[src/rtl/hazard_pkg.sv]
// Shared types and constants for the hazard/stall controller.
package hazard_pkg;

    typedef enum logic {
        IDLE = 1'b0,
        BUSY = 1'b1
    } md_state_e;

    localparam logic [4:0] REG_ZERO = 5'd0;
    localparam int         MD_CNT_W = 4;

    // Register 0 is hardwired, so it never creates a dependency.
    function automatic logic reg_match(
        input logic       en,
        input logic [4:0] dst,
        input logic [4:0] src
    );
        return en && (dst == src) && (src != REG_ZERO);
    endfunction

endpackage

[src/rtl/muldiv_busy_tracker.sv]
// Tracks HI/LO occupancy of the multi-cycle mult/div unit.
module muldiv_busy_tracker
    import hazard_pkg::*;
#(
    parameter int MD_LATENCY = 4
) (
    input  logic clk,
    input  logic rst_n,
    input  logic start,
    output logic busy
);

    localparam logic [MD_CNT_W-1:0] CNT_LOAD = MD_CNT_W'(MD_LATENCY - 1);

    md_state_e           state_q, state_d;
    logic [MD_CNT_W-1:0] cnt_q, cnt_d;

    always_ff @(posedge clk or negedge rst_n) begin
        if (!rst_n) begin
            state_q <= IDLE;
            cnt_q   <= '0;
        end else begin
            state_q <= state_d;
            cnt_q   <= cnt_d;
        end
    end

    always_comb begin
        state_d = state_q;
        cnt_d   = cnt_q;
        unique case (state_q)
            IDLE: begin
                if (start) begin
                    state_d = BUSY;
                    cnt_d   = CNT_LOAD;
                end
            end
            BUSY: begin
                if (cnt_q == '0) begin
                    // Back-to-back op is accepted on the final busy edge.
                    if (start) begin
                        cnt_d = CNT_LOAD;
                    end else begin
                        state_d = IDLE;
                    end
                end else begin
                    cnt_d = cnt_q - 1'b1;
                end
            end
            default: begin
                state_d = IDLE;
                cnt_d   = '0;
            end
        endcase
    end

    assign busy = (state_q == BUSY);

endmodule

[src/rtl/hazard_stall_ctrl.sv]
// Stall/flush/bubble control for hazards forwarding cannot cover,
// plus saturating stall and flush performance counters.
module hazard_stall_ctrl
    import hazard_pkg::*;
#(
    parameter int MD_LATENCY = 4,
    parameter int CNT_W      = 32
) (
    input  logic             clk,
    input  logic             rst_n,
    input  logic [4:0]       IF_ID_Rs,
    input  logic [4:0]       IF_ID_Rt,
    input  logic             IF_ID_UsesRt,
    input  logic             IF_ID_Branch,
    input  logic             IF_ID_BranchTaken,
    input  logic             IF_ID_Jump,
    input  logic             IF_ID_ReadHiLo,
    input  logic             IF_ID_MulDiv,
    input  logic             ID_EX_MemRead,
    input  logic             ID_EX_RegWrite,
    input  logic [4:0]       ID_EX_RegWriteAddr,
    input  logic             ID_EX_MulDiv,
    input  logic             EX_MEM_MemRead,
    input  logic [4:0]       EX_MEM_RegWriteAddr,
    output logic             PC_Write,
    output logic             IF_ID_Write,
    output logic             IF_ID_Flush,
    output logic             ID_EX_Flush,
    output logic             md_busy,
    output logic [CNT_W-1:0] stall_cycles,
    output logic [CNT_W-1:0] flush_count
);

    logic match_e;
    logic match_m;
    logic lu_haz;
    logic br_haz;
    logic md_haz;
    logic stall;
    logic flush_req;
    logic flush_ev;

    logic [CNT_W-1:0] stall_cycles_q, stall_cycles_d;
    logic [CNT_W-1:0] flush_count_q, flush_count_d;

    muldiv_busy_tracker #(
        .MD_LATENCY(MD_LATENCY)
    ) u_md (
        .clk  (clk),
        .rst_n(rst_n),
        .start(ID_EX_MulDiv),
        .busy (md_busy)
    );

    always_comb begin
        match_e = reg_match(ID_EX_RegWrite, ID_EX_RegWriteAddr, IF_ID_Rs)
                | reg_match(ID_EX_RegWrite & IF_ID_UsesRt,
                            ID_EX_RegWriteAddr, IF_ID_Rt);
        match_m = reg_match(EX_MEM_MemRead, EX_MEM_RegWriteAddr, IF_ID_Rs)
                | reg_match(EX_MEM_MemRead & IF_ID_UsesRt,
                            EX_MEM_RegWriteAddr, IF_ID_Rt);
        lu_haz    = ID_EX_MemRead & match_e;
        br_haz    = IF_ID_Branch & (match_e | match_m);
        md_haz    = md_busy & (IF_ID_ReadHiLo | IF_ID_MulDiv);
        stall     = lu_haz | br_haz | md_haz;
        flush_req = IF_ID_Jump | (IF_ID_Branch & IF_ID_BranchTaken);
        // A stalled branch's compare result is not yet trustworthy.
        flush_ev  = rst_n & ~stall & flush_req;
    end

    always_comb begin
        PC_Write    = rst_n & ~stall;
        IF_ID_Write = rst_n & ~stall;
        ID_EX_Flush = ~rst_n | stall;
        IF_ID_Flush = ~rst_n | flush_ev;
    end

    always_comb begin
        stall_cycles_d = stall_cycles_q;
        flush_count_d  = flush_count_q;
        if (stall && (stall_cycles_q != '1)) begin
            stall_cycles_d = stall_cycles_q + CNT_W'(1);
        end
        if (flush_ev && (flush_count_q != '1)) begin
            flush_count_d = flush_count_q + CNT_W'(1);
        end
    end

    always_ff @(posedge clk or negedge rst_n) begin
        if (!rst_n) begin
            stall_cycles_q <= '0;
            flush_count_q  <= '0;
        end else begin
            stall_cycles_q <= stall_cycles_d;
            flush_count_q  <= flush_count_d;
        end
    end

    assign stall_cycles = stall_cycles_q;
    assign flush_count  = flush_count_q;

endmodule
[config.mk]
export PLATFORM = sky130hd
export DESIGN_NAME = hazard_stall_ctrl
export DESIGN_NICKNAME = d
export VERILOG_FILES = /design/src/rtl/hazard_pkg.sv /design/src/rtl/muldiv_busy_tracker.sv /design/src/rtl/hazard_stall_ctrl.sv
export SDC_FILE = /design/constraint.sdc
export NUM_CORES = 1
export LEC_CHECK = 0
export BUFFER_PORTS_ARGS = -buffer_cell sky130_fd_sc_hd__buf_4
export CORE_ASPECT_RATIO = 1.25
export CORE_MARGIN = 10
export CORE_UTILIZATION = 40
export CTS_CLUSTER_DIAMETER = 40
export DETAILED_ROUTE_END_ITERATION = 12
export GPL_TIMING_DRIVEN = 0
export PLACE_DENSITY = 0.73
export SLEW_MARGIN = 25
export SYNTH_ARGS = -nofsm -noshare
export SYNTH_HDL_FRONTEND = slang
export SYNTH_SLANG_ARGS = --single-unit
[constraint.sdc]
create_clock -name clk -period 6.3 [get_ports clk]
set_input_delay 1.26 -clock clk [delete_from_list [all_inputs] [get_ports clk]]
set_output_delay 1.26 -clock clk [all_outputs]
set_load 0.02 [all_outputs]
=== After elaboration in Yosys (flattened, before gate mapping) ===
Index checks and enable logic that the tools add are counted.

* Bits in registers: 69
* Latch bits: 0
* Memory bits (writable): 0
* ROM bits: 0
* Bits of input ports: 32
* Output and inout port bits: 69
* Memories kept: 0

* Add/sub/neg operators: 3
* Multiply operators: 0
* Divide/modulo/power cells: 0
* Order comparisons: 0
* Eq/ne operators: 6
* Shift-type cells: 0
* Multiplexer cells: 6
* Bitwise logic cells: 20
* Reductions and logical operators: 13

{| class="wikitable"
|+ Operator list
! kind !! number
|-
| $add A32 B1 Y32 const B || 2
|-
| $ne A32 B32 Y1 const B || 2
|-
| $eq A5 B5 Y1 || 4
|-
| $logic_and A1 B1 Y1 || 10
|-
| $reduce_bool A5 Y1 || 2
|-
| $or A1 B1 Y1 || 9
|-
| $and A1 B1 Y1 || 8
|-
| $mux W4 || 2
|-
| $pmux W4 S2 || 1
|-
| $logic_not A4 Y1 || 1
|-
| $sub A4 B1 Y4 const B || 1
|-
| $not A1 Y1 || 3
|-
| $mux W1 || 2
|-
| $pmux W1 S2 || 1
|}

=== Logic depth before layout (Yosys ltp) ===
Gate-level depths: netlist (run 1).

* Depth after elaboration: 12
* Gate-level depth with buffers: 10
* Gate-level depth less buffers: 8

=== Hierarchy ===
Synthesis (run 1) repeated with hierarchy kept, for this count alone.

* Cells, all modules: 369
* Area, all modules: 3717.3 sq um

{| class="wikitable"
|+ By module, submodules not included
! module !! times used !! cells an instance !! area each (sq um) !! sequential area each (sq um)
|-
| hazard_stall_ctrl || 1 || 345 || 3457.1 || 1601.5
|-
| muldiv_busy_tracker || 1 || 24 || 260.2 || 125.1
|}

=== Least setup slack after synthesis (run 1) ===
OpenSTA, ideal clock, no wires.

* Path kind: input -> output
* Start point: input IF_ID_Rs[1]
* End point: output PC_Write
* Arrival: 3.044 ns
* Data required time: 5.040 ns
* Setup slack: 1.996 ns
* Cell stages on the path: 9
* Cells stage by stage: or4_1 > nor2_1 > or4_1 > o211ai_2 > nor2_1 > buf_2 > nand2_1 > inv_1 > buf_4

* Word-level cells in the longest chain between the ends: 10
* Elaborated cells between the ends (all ways): 16

{| class="wikitable"
|+ Ends and longest elaborated chain
! what !! line !! RTL
|-
| start: declaration || hazard_stall_ctrl.sv:11 || <nowiki>input logic [4:0] IF_ID_Rs,</nowiki>
|-
| $eq A5 B5 Y1 || hazard_pkg.sv:18 || <nowiki>return en && (dst == src) && (src != REG_ZERO);</nowiki>
|-
| $logic_and A1 B1 Y1 (2 in series) || hazard_pkg.sv:18 ||
|-
| $or A1 B1 Y1, on equally long branches || hazard_stall_ctrl.sv:57, hazard_stall_ctrl.sv:60 ||
|-
| $or A1 B1 Y1 || hazard_stall_ctrl.sv:63 || <nowiki>br_haz = IF_ID_Branch & (match_e | match_m);</nowiki>
|-
| $and A1 B1 Y1 || hazard_stall_ctrl.sv:63 ||
|-
| $or A1 B1 Y1 * (2 in series) || hazard_stall_ctrl.sv:65 || <nowiki>stall = lu_haz | br_haz | md_haz;</nowiki>
|-
| $not A1 Y1 * || n/a ||
|-
| $and A1 B1 Y1 * || n/a ||
|-
| end: declaration || hazard_stall_ctrl.sv:25 || <nowiki>output logic PC_Write,</nowiki>
|}

Mark *: on every way between the ends. The rest lies on a longest branch, timed or not.

=== Final worst setup path (run 1) ===
* Start point: input IF_ID_Rt[0]
* End point: output PC_Write

* Word-level cells in the longest chain between the ends: 10
* Elaborated cells between the ends (all ways): 16

{| class="wikitable"
|+ Ends and longest elaborated chain
! what !! line !! RTL
|-
| start: declaration || hazard_stall_ctrl.sv:12 || <nowiki>input logic [4:0] IF_ID_Rt,</nowiki>
|-
| $eq A5 B5 Y1 || hazard_pkg.sv:18 ||
|-
| $logic_and A1 B1 Y1 (2 in series) || hazard_pkg.sv:18 ||
|-
| $or A1 B1 Y1, on equally long branches || hazard_stall_ctrl.sv:57, hazard_stall_ctrl.sv:60 ||
|-
| $or A1 B1 Y1 || hazard_stall_ctrl.sv:63 ||
|-
| $and A1 B1 Y1 || hazard_stall_ctrl.sv:63 ||
|-
| $or A1 B1 Y1 * (2 in series) || hazard_stall_ctrl.sv:65 ||
|-
| $not A1 Y1 * || hazard_stall_ctrl.sv:72 || <nowiki>PC_Write = rst_n & ~stall;</nowiki>
|-
| $and A1 B1 Y1 * || hazard_stall_ctrl.sv:72 ||
|}

Marked as above.

==> impl_metrics.yaml, run 1 <==
outcome:
  status: "complete, no violations"
clock_network:
  cts_root_buf: "clkbuf_16"
  cts_resized: 0
  clock-sinks: 69
  cts_made_buffers: 9
  cts_setup_buffers: 0
  htree_levels: 3
  worstSkewPairLatency_ns: 0.32
  cts_tree: "built"
  clkTransAtPathRegs_ns: 0.05
  cts_buffer_depth: 2
  cts-hold-fix-buffers: 0
floorplan:
  io_pins: 101
  die_w_um: 105.7
  coreArea_mm2: 0.009027
  row_count: 39
  die-area_mm2: 0.01343
  start_util_pct: 40.64
  die_y_um: 127.1
placed_design:
  dp.cells: 585
  io_buffers: 100
  place_ws_ns: 1.789
  globalplace.congestion: 0.8760
  hpwl_um: 7465
  postPlaceCellArea_mm2: 0.004573
worst_hold_path:
  holdCritStartpoint: "stall_cycles[17]"
  hold_end: "stall_cycles[17]"
  hold_depth: 1
  hp-class: "reg -> reg"
logic_synthesis:
  syn_area_mm2: 0.003669
  yosys_most_used_dff: "dfrtp_1"
  synth.distinct_cells: 40
  synth_nets: 397
  synth_top_area_share_pct: 47.07
  yosysSeqAreaShare_pct: 47.07
  synthCells: 362
  synthArstFlopShare_pct: 100.0
  ys_warn_count: 0
  ys_seq_elements: 69
  synth-edff-count: 0
  synth.avg_cell_area_um2: 10.13
  synth_top_area_cell: "dfrtp_1"
  synth.top_cells.by_area: "dfrtp_1 (47%), xnor2_1 (10%), xor2_1 (8.6%), nand3_1 (5.0%), and3_1 (3.2%)"
timing:
  setup_ws_ns: 1.785
  finalCriticalPeriod_ns: 4.515
  rsz0062_at_grt: "no"
  finalClockSkew_ns: 0.004433
  tightest_slew_ns: 0.8877
  setup_viol: 0
  max_slew_margin_pct: 40.82
  post-route-period-util_pct: 71.67
  holdWs_ns: 0.4884
  hold_viol: 0
  slew_violations: 0
  tns_ns: 0
  fmax_ghz: 0.2215
worst_setup_path:
  crit_path_frequent_cell: "buf_4"
  slowest_stage: "or4_1"
  crit_type: "in -> out"
  worstPathArrival_ns: 3.25
  cpLargestDelayFamily: "simple AND/OR/NAND/NOR gates"
  start_kind: "input port"
  cp-end-kind: "output pin"
  cp.required_ns: 5.04
  critPathBufInv: 5
  critPathMaxStageDelay_ns: 0.52
  cp_max_fo: 10
  r2r_cells: 8
  worstReg2RegStart: "stall_cycles[0]"
  ff2ff_setup_slack_ns: 3.69
  path_cells: "buf_4 -> or4_1 -> o21ai_0 -> o211ai_2 -> nor2_1 -> buf_2 -> nand2_1 -> inv_1 -> buf_4 -> buf_4"
  crit_start: "IF_ID_Rt[0]"
  timing.rr.end: "stall_cycles[1]"
routing:
  drtAntennaViolNets: 0
  via_per_inst: 5.185
  drc: 0
  wl_um: 9660
  wl_per_cell_um: 16.07
  firstDrtPassIters: 4
  via_count: 3116
  drt_iter0_markers: 125
power:
  peakVddDrop_uv: 170.5
  power_density_mw_per_mm2: 296.2
  power.leakage_nw: 2.400
final_layout:
  n_fill_cell: 809
  nNetsFinal: 508
  antennaDiodeCount: 0
  design_area_mm2: 0.004900
  multi_input_area_mm2: 0.001846
  seq_area_mm2: 0.001727
  syn_to_final_growth_pct: 33.56
  final_cells: 601
  drive_above_1_share_pct: 28.03
grt:
  grt_remaining_overflow: 0
  grt_pass1_wl_um: 15440
  grt_max_degree: 73
  track_usage_pct: 13.91
  antenna_found_initial: 0
  grt_pass1_vias: 3145
flow_run:
  drv_cap: 0
## layout by cell type, fill, tap and decap left out, types with 2 or more instances in the layout
master / synthesis / routed
and4_1: 3 / 3
buf_4: 2 / 102
clkbuf_1: 2 / 3
nor3_1: 11 / 11
xor2_1: 36 / 36
nor2_1: 26 / 26
xnor2_1: 42 / 42
and2_1: 2 / 2
nor2b_1: 3 / 3
nand2_1: 27 / 27
mux2_2: 7 / 7
inv_1: 7 / 7
or4_1: 3 / 3
o21ai_0: 9 / 9
buf_6: 2 / 2
bufinv_16: 0 / 2
clkbuf_8: 0 / 2
o31ai_1: 2 / 2
ha_1: 3 / 3
nor4_1: 7 / 7
and3_1: 19 / 19
nand4_1: 19 / 19
buf_2: 2 / 2
dfrtp_1: 69 / 69
nand3_1: 37 / 37
clkinv_2: 0 / 2
clkbuf_16: 0 / 9
nand2b_1: 6 / 6
## kinds of logic (layout without fill, tap and decap cells)
kind of cell	count (synthesis)	after routing	share of synthesized area, %
AO/OA/AOI/OAI	16	16	2.796
XOR/XNOR	78	78	18.62
adder cells (fa/ha/maj)	3	3	1.023
buffers and inverters	16	132	2.626
flip-flops	69	69	47.07
multiplexers	8	8	2.422
AND/OR/NAND/NOR	172	172	25.44
## state kept, by name, indices dropped and copies added, names as in the netlist
signal	cells
u_md.cnt_q	4
flush_count	32
u_md.busy	1
stall_cycles	32
## worst max path at each step
stage,end,cells after the start,slack [ns]
final,PC_Write,10,1.79
after global routing,PC_Write,11,1.61
after CTS,PC_Write,10,1.78
after detailed placement,PC_Write,10,1.79
after global placement,PC_Write,11,1.81
after floorplan,PC_Write,9,2.00
## power breakdown
part / total [mW] / switching [mW] / internal (mW)
Sequential: 0.561 / 0.0649 / 0.496
Combinational: 0.344 / 0.194 / 0.151
Clock: 0.546 / 0.179 / 0.367
Total: 1.45 / 0.438 / 1.01
## per-stage QoR
step	utilization [%]	power (mW)
final	54.28	1.451
after global routing	54.28	1.525
after CTS	54.28	1.465
after detailed placement	50.66	0.9171
after global placement	50.66	0.9002
after floorplan	-	0.7649
## synthesized netlist by cell type, drive strengths merged, types with 2 or more instances
cell type / n
and2: 2
and3: 19
and4: 3
buf: 7
clkbuf: 2
dfrtp: 69
ha: 3
inv: 7
mux2: 7
nand2: 27
nand2b: 6
nand3: 37
nand4: 19
nor2: 26
nor2b: 3
nor3: 11
nor4: 7
nor4b: 3
o21ai: 10
o31ai: 2
or2: 2
or4: 3
xnor2: 42
xor2: 36
## cell type report
| type | instances | share of cell area [%] |
|---|---|---|
| multi-input combinational | 277 | 37.67 |
| sequential | 69 | 35.24 |
| timing repair buffer | 100 | 15.32 |
| clock buffer | 12 | 5.235 |
| tap | 123 | 3.141 |
| clock inverter | 4 | 1.430 |
| buffer | 9 | 1.430 |
| inverter | 7 | 0.5363 |
## layer usage
| metal | share of wire (%) | track usage (%) |
|---|---|---|
| met2 | 52 | 23.83 |
| met4 | 1.4 | 5.028 |
| met3 | 6.3 | 4.225 |
| met1 | 41 | 16.01 |
| met5 | 0 | 0 |
Power figures use the tool's default switching activity.
==> inputs of run 2 (changes only) <==
- PLACE_DENSITY: 0.73 -> 0.75
- clock period: 6.3 -> 4.1 ns (I/O delays scaled with it)
==> run 2 against run 1 <==
Effect of this change: combinational power is 53% higher; setup slack worse by 1.3 ns; core utilization is 0.11 points lower; largest cell class unchanged; critical endpoint unchanged; non-clock buffer count stayed put; critical path type unchanged; cell count stayed put; highest routed layer unchanged; wire length is 0.66% lower; clock skew is 0.00054 ns lower; critical path depth is 1 higher; via count hardly changed; first-iteration DRC count is 22% higher; sequential power is 54% higher.
==> impl_metrics.yaml, run 2 (synthesized netlist as in run 1, its figures left out) <==
final_layout:
  final_cell_mix: "buf_4 (102), dfrtp_1 (69), xnor2_1 (42)"
  antennaDiodeCount: 0
  drive_above_1_share_pct: 28.03
  layout_commonest_cell: "buf_4"
  nNetsFinal: 508
  n_fill_cell: 809
  syn_to_final_growth_pct: 33.29
  final_cells: 601
worst_setup_path:
  slowest_stage: "or4_1"
  crit_type: "in -> out"
  crit_start: "IF_ID_Rs[1]"
  cp-end-kind: "output pin"
  cpLargestDelayFamily: "simple AND/OR/NAND/NOR gates"
  critPathBufInv: 5
  worstPathArrival_ns: 2.82
  cp.required_ns: 3.28
  ff2ff_setup_slack_ns: 1.55
  worstReg2RegStart: "flush_count[0]"
  timing.rr.end: "flush_count[10]"
  start_kind: "input port"
  cp-endpoint: "PC_Write"
  path_cells: "buf_4 -> or4_1 -> nor2_1 -> or4_1 -> o211ai_2 -> nor2_1 -> buf_2 -> nand2_1 -> inv_1 -> buf_4 -> buf_4"
  crit_path_frequent_cell: "buf_4"
  cp_max_fo: 10
  crit_cells: 11
  critPathMaxStageDelay_ns: 0.51
  r2r_cells: 10
floorplan:
  die-area_mm2: 0.01343
  coreArea_mm2: 0.009027
  start_util_pct: 40.64
  die_w_um: 105.7
  io_pins: 101
  row_count: 39
  die_y_um: 127.1
routing:
  drt_iter0_markers: 152
  wl_um: 9596
  drc: 0
  firstDrtPassIters: 4
  drtAntennaViolNets: 0
  via_per_inst: 5.181
  via_count: 3114
  wl_per_cell_um: 15.97
timing:
  fmax_ghz: 0.2747
  finalClockSkew_ns: 0.003897
  post-route-period-util_pct: 88.78
  hold_viol: 0
  rsz0062_at_grt: "no"
  setup_viol: 0
  max_slew_margin_pct: 41.32
  slew_violations: 0
  finalCriticalPeriod_ns: 3.640
  tns_ns: 0
  tightest_slew_ns: 0.8802
power:
  peakVddDrop_uv: 256.8
  power_density_mw_per_mm2: 451.9
  power.leakage_nw: 2.394
grt:
  use_met2_pct: 24.34
  grt_use_met1_pct: 16.21
  grt_pass1_vias: 3154
  grt_remaining_overflow: 0
  grt_pass1_wl_um: 15580
  use_met3_pct: 3.722
  track_usage_pct: 13.99
  top_usage_layer: "met2"
  antenna_found_initial: 0
  grt_max_degree: 73
clock_network:
  cts-hold-fix-buffers: 0
  cts_resized: 0
  clkTransAtPathRegs_ns: 0.05
  worstSkewPairLatency_ns: 0.32
  cts_setup_buffers: 0
  cts_tree: "built"
  clock-sinks: 69
  htree_levels: 3
  cts_made_buffers: 9
  cts_root_buf: "clkbuf_16"
  cts_buffer_depth: 2
placed_design:
  dp.cells: 585
  hpwl_um: 7376
  io_buffers: 100
  globalplace.congestion: 0.8496
worst_hold_path:
  hp-class: "reg -> reg"
flow_run:
  drv_cap: 0
outcome:
  status: "complete, no violations"
==> run 2: power breakdown <==
part | total (mW) | switching (mW) | internal, mW
logic | 0.527 | 0.295 | 0.232
clock network | 0.821 | 0.289 | 0.532
registers | 0.862 | 0.0997 | 0.762
total | 2.21 | 0.684 | 1.53
==> run 2: how the worst min path moves through the flow <==
stage                                 from                to  slack [ns]  cells after the start
final                      flush_count[21]   flush_count[21]        0.49                      1
after global routing      stall_cycles[27]  stall_cycles[27]        0.51                      1
after CTS                  flush_count[21]   flush_count[21]        0.49                      1
after detailed placement   flush_count[21]   flush_count[21]        0.48                      1
after global placement    stall_cycles[17]  stall_cycles[17]        0.48                      1
after floorplan              u_md.cnt_q[2]     u_md.cnt_q[2]        0.45                      2
==> run 2: metal layers <==
metal / up-vias / share of wire, %
met4: 0 / 1.5
li1: 1487 / -
met5: - / 0
met2: 80 / 53
met3: 11 / 6.0
met1: 1536 / 39
==> run 2: stage by stage <==
| stage | utilization (%) | hold WS [ns] | total power [mW] | cell area (um^2) | worst slack [ns] |
|---|---|---|---|---|---|
| after global placement | 50.66 | 0.4751 | 1.386 | 4573 | 0.4438 |
| after detailed placement | 50.66 | 0.4807 | 1.411 | 4573 | 0.4313 |
| after global routing | 54.16 | 0.5105 | 2.326 | 4890 | 0.2578 |
| final | 54.16 | 0.4890 | 2.210 | 4890 | 0.4600 |
| after CTS | 54.16 | 0.4930 | 2.233 | 4890 | 0.4183 |
| after floorplan | - | 0.4547 | 1.175 | 3669 | 0.6764 |
==> run 2: final cells by class <==
class                   count  area [um^2]  share of cell area, %
clock buffers              10        229.0                  4.683
clock inverters             6        87.58                  1.791
repair buffers            100        750.7                  15.35
flip-flops and latches     69         1727                  35.31
well taps                 123        153.9                  3.147
multi-input cells         277         1846                  37.74
inverters                   7        26.28                 0.5374
plain buffers               9        70.07                  1.433
==> inputs of run 3 (changes only) <==
- REMOVE_ABC_BUFFERS: default -> 1
==> run 3 against run 2 <==
Effect of this change: non-clock buffer count shrank 9; cell count shrank 1.5%; count of clock-buffer cells in the layout shrank 1; global-route usage shrank 0.58 points; via count shrank 2.8%; wire length shrank 4.3%; first-iteration DRC count shrank 14%.
==> impl_metrics.yaml, run 3 (synthesized netlist as in run 1, its figures left out) <==
floorplan:
  die_w_um: 105.7
  io_pins: 101
  start_util_pct: 40.64
  row_count: 39
  coreArea_mm2: 0.009027
  die_y_um: 127.1
  die-area_mm2: 0.01343
worst_setup_path:
  cp-endpoint: "PC_Write"
  crit_type: "in -> out"
  start_kind: "input port"
  worstPathArrival_ns: 2.99
  ff2ff_setup_slack_ns: 1.42
  timing.rr.end: "stall_cycles[1]"
  worstReg2RegStart: "stall_cycles[2]"
  cp_max_fo: 12
  cp-end-kind: "output pin"
  r2r_cells: 6
  crit_start: "IF_ID_Rt[0]"
  cp.required_ns: 3.28
timing:
  tns_ns: 0
  setup_viol: 0
  max_slew_margin_pct: 40.22
  tightest_slew_ns: 0.8966
  finalClockSkew_ns: 0.004982
  slew_violations: 0
  holdWs_ns: 0.4940
  finalCriticalPeriod_ns: 3.807
  fmax_ghz: 0.2627
  post-route-period-util_pct: 92.86
  rsz0062_at_grt: "no"
  hold_viol: 0
power:
  power.leakage_nw: 2.340
  peakVddDrop_uv: 342.9
  power_density_mw_per_mm2: 443.3
routing:
  drt_iter0_markers: 131
  via_count: 3028
  drc: 0
  wl_um: 9182
  firstDrtPassIters: 4
  via_per_inst: 5.115
  drtAntennaViolNets: 0
  wl_per_cell_um: 15.51
final_layout:
  antennaDiodeCount: 0
  nNetsFinal: 499
  final_cell_mix: "buf_4 (100), dfrtp_1 (69), xnor2_1 (42)"
  layout_commonest_cell: "buf_4"
  drive_above_1_share_pct: 27.51
  syn_to_final_growth_pct: 30.90
  post-route-util_pct: 53.19
  n_fill_cell: 821
clock_network:
  worstSkewPairLatency_ns: 0.32
  cts_buffer_depth: 2
  cts_resized: 0
  cts_root_buf: "clkbuf_16"
  cts_tree: "built"
  clkTransAtPathRegs_ns: 0.06
  cts_made_buffers: 9
  cts-hold-fix-buffers: 0
  htree_levels: 3
  cts_setup_buffers: 0
  clock-sinks: 69
grt:
  grt_max_degree: 73
  grt_pass1_vias: 3149
  antenna_found_initial: 0
  grt_pass1_wl_um: 15040
  grt_remaining_overflow: 0
  track_usage_pct: 13.41
worst_hold_path:
  hp-class: "reg -> reg"
placed_design:
  io_buffers: 100
  hpwl_um: 6960
  globalplace.congestion: 0.8472
outcome:
  status: "complete, no violations"
flow_run:
  drv_cap: 0
-- run 3: cell count changes in the layout (fill, tap and decap cells not counted) --
cell,change
and4bb_1,-1
and4bb_2,+1
buf_2,-2
buf_4,-2
buf_6,-2
buf_8,-1
bufinv_16,-1
clkbuf_1,-3
clkinv_4,-1
clkinvlp_4,+1
inv_6,+2
-- run 3: worst min-delay path by stage --
stage	startpoint	to	slack, ns	cells past startpoint
finish	flush_count[17]	flush_count[17]	0.49	1
floorplan	u_md.cnt_q[2]	u_md.cnt_q[2]	0.45	2
CTS	flush_count[17]	flush_count[17]	0.50	1
global placement	stall_cycles[11]	stall_cycles[11]	0.48	1
global route	flush_count[21]	flush_count[21]	0.52	1
detailed placement	flush_count[17]	flush_count[17]	0.48	1
-- run 3: power by group --
group	total (mW)	switching (mW)	internal, mW
combinational	0.504	0.290	0.214
clock	0.767	0.293	0.474
sequential	0.858	0.0962	0.762
total	2.13	0.679	1.45
-- run 3: critical path: stages --
cell and delay (ns):
buf_4 0.13, or4_1 0.51, o21ai_0 0.27, o211ai_2 0.20, nor2_1 0.63, nand2_1 0.16
inv_1 0.12, buf_4 0.15
-- run 3: per-layer routing --
layer / up-vias / wire length, um / track usage, %
met5: - / 0 / 0
met4: 0 / 116 / 4.868
li1: 1471 / - / -
met3: 9 / 554 / 4.024
met1: 1482 / 3722 / 14.82
met2: 66 / 4788 / 23.72
-- run 3: cell type report --
class / count / area [um^2] / share of cell area (%)
Sequential cell: 69 / 1727 / 35.96
Timing Repair Buffer: 100 / 750.7 / 15.63
Clock inverter: 7 / 73.82 / 1.537
Inverter: 7 / 26.28 / 0.5472
Clock buffer: 9 / 225.2 / 4.690
Multi-Input combinational cell: 277 / 1846 / 38.43
Tap cell: 123 / 153.9 / 3.205
-- run 3: metrics by stage --
step / power, mW / cell area [um^2] / setup WS (ns) / std cells
after floorplan: 1.155 / 3598 / 0.5335 / 353
after global placement: 1.360 / 4503 / 0.3009 / 576
after detailed placement: 1.383 / 4503 / 0.2430 / 576
after CTS: 2.160 / 4802 / 0.2364 / 592
after global routing: 2.254 / 4802 / 0.02529 / 592
final: 2.129 / 4802 / 0.2929 / 592
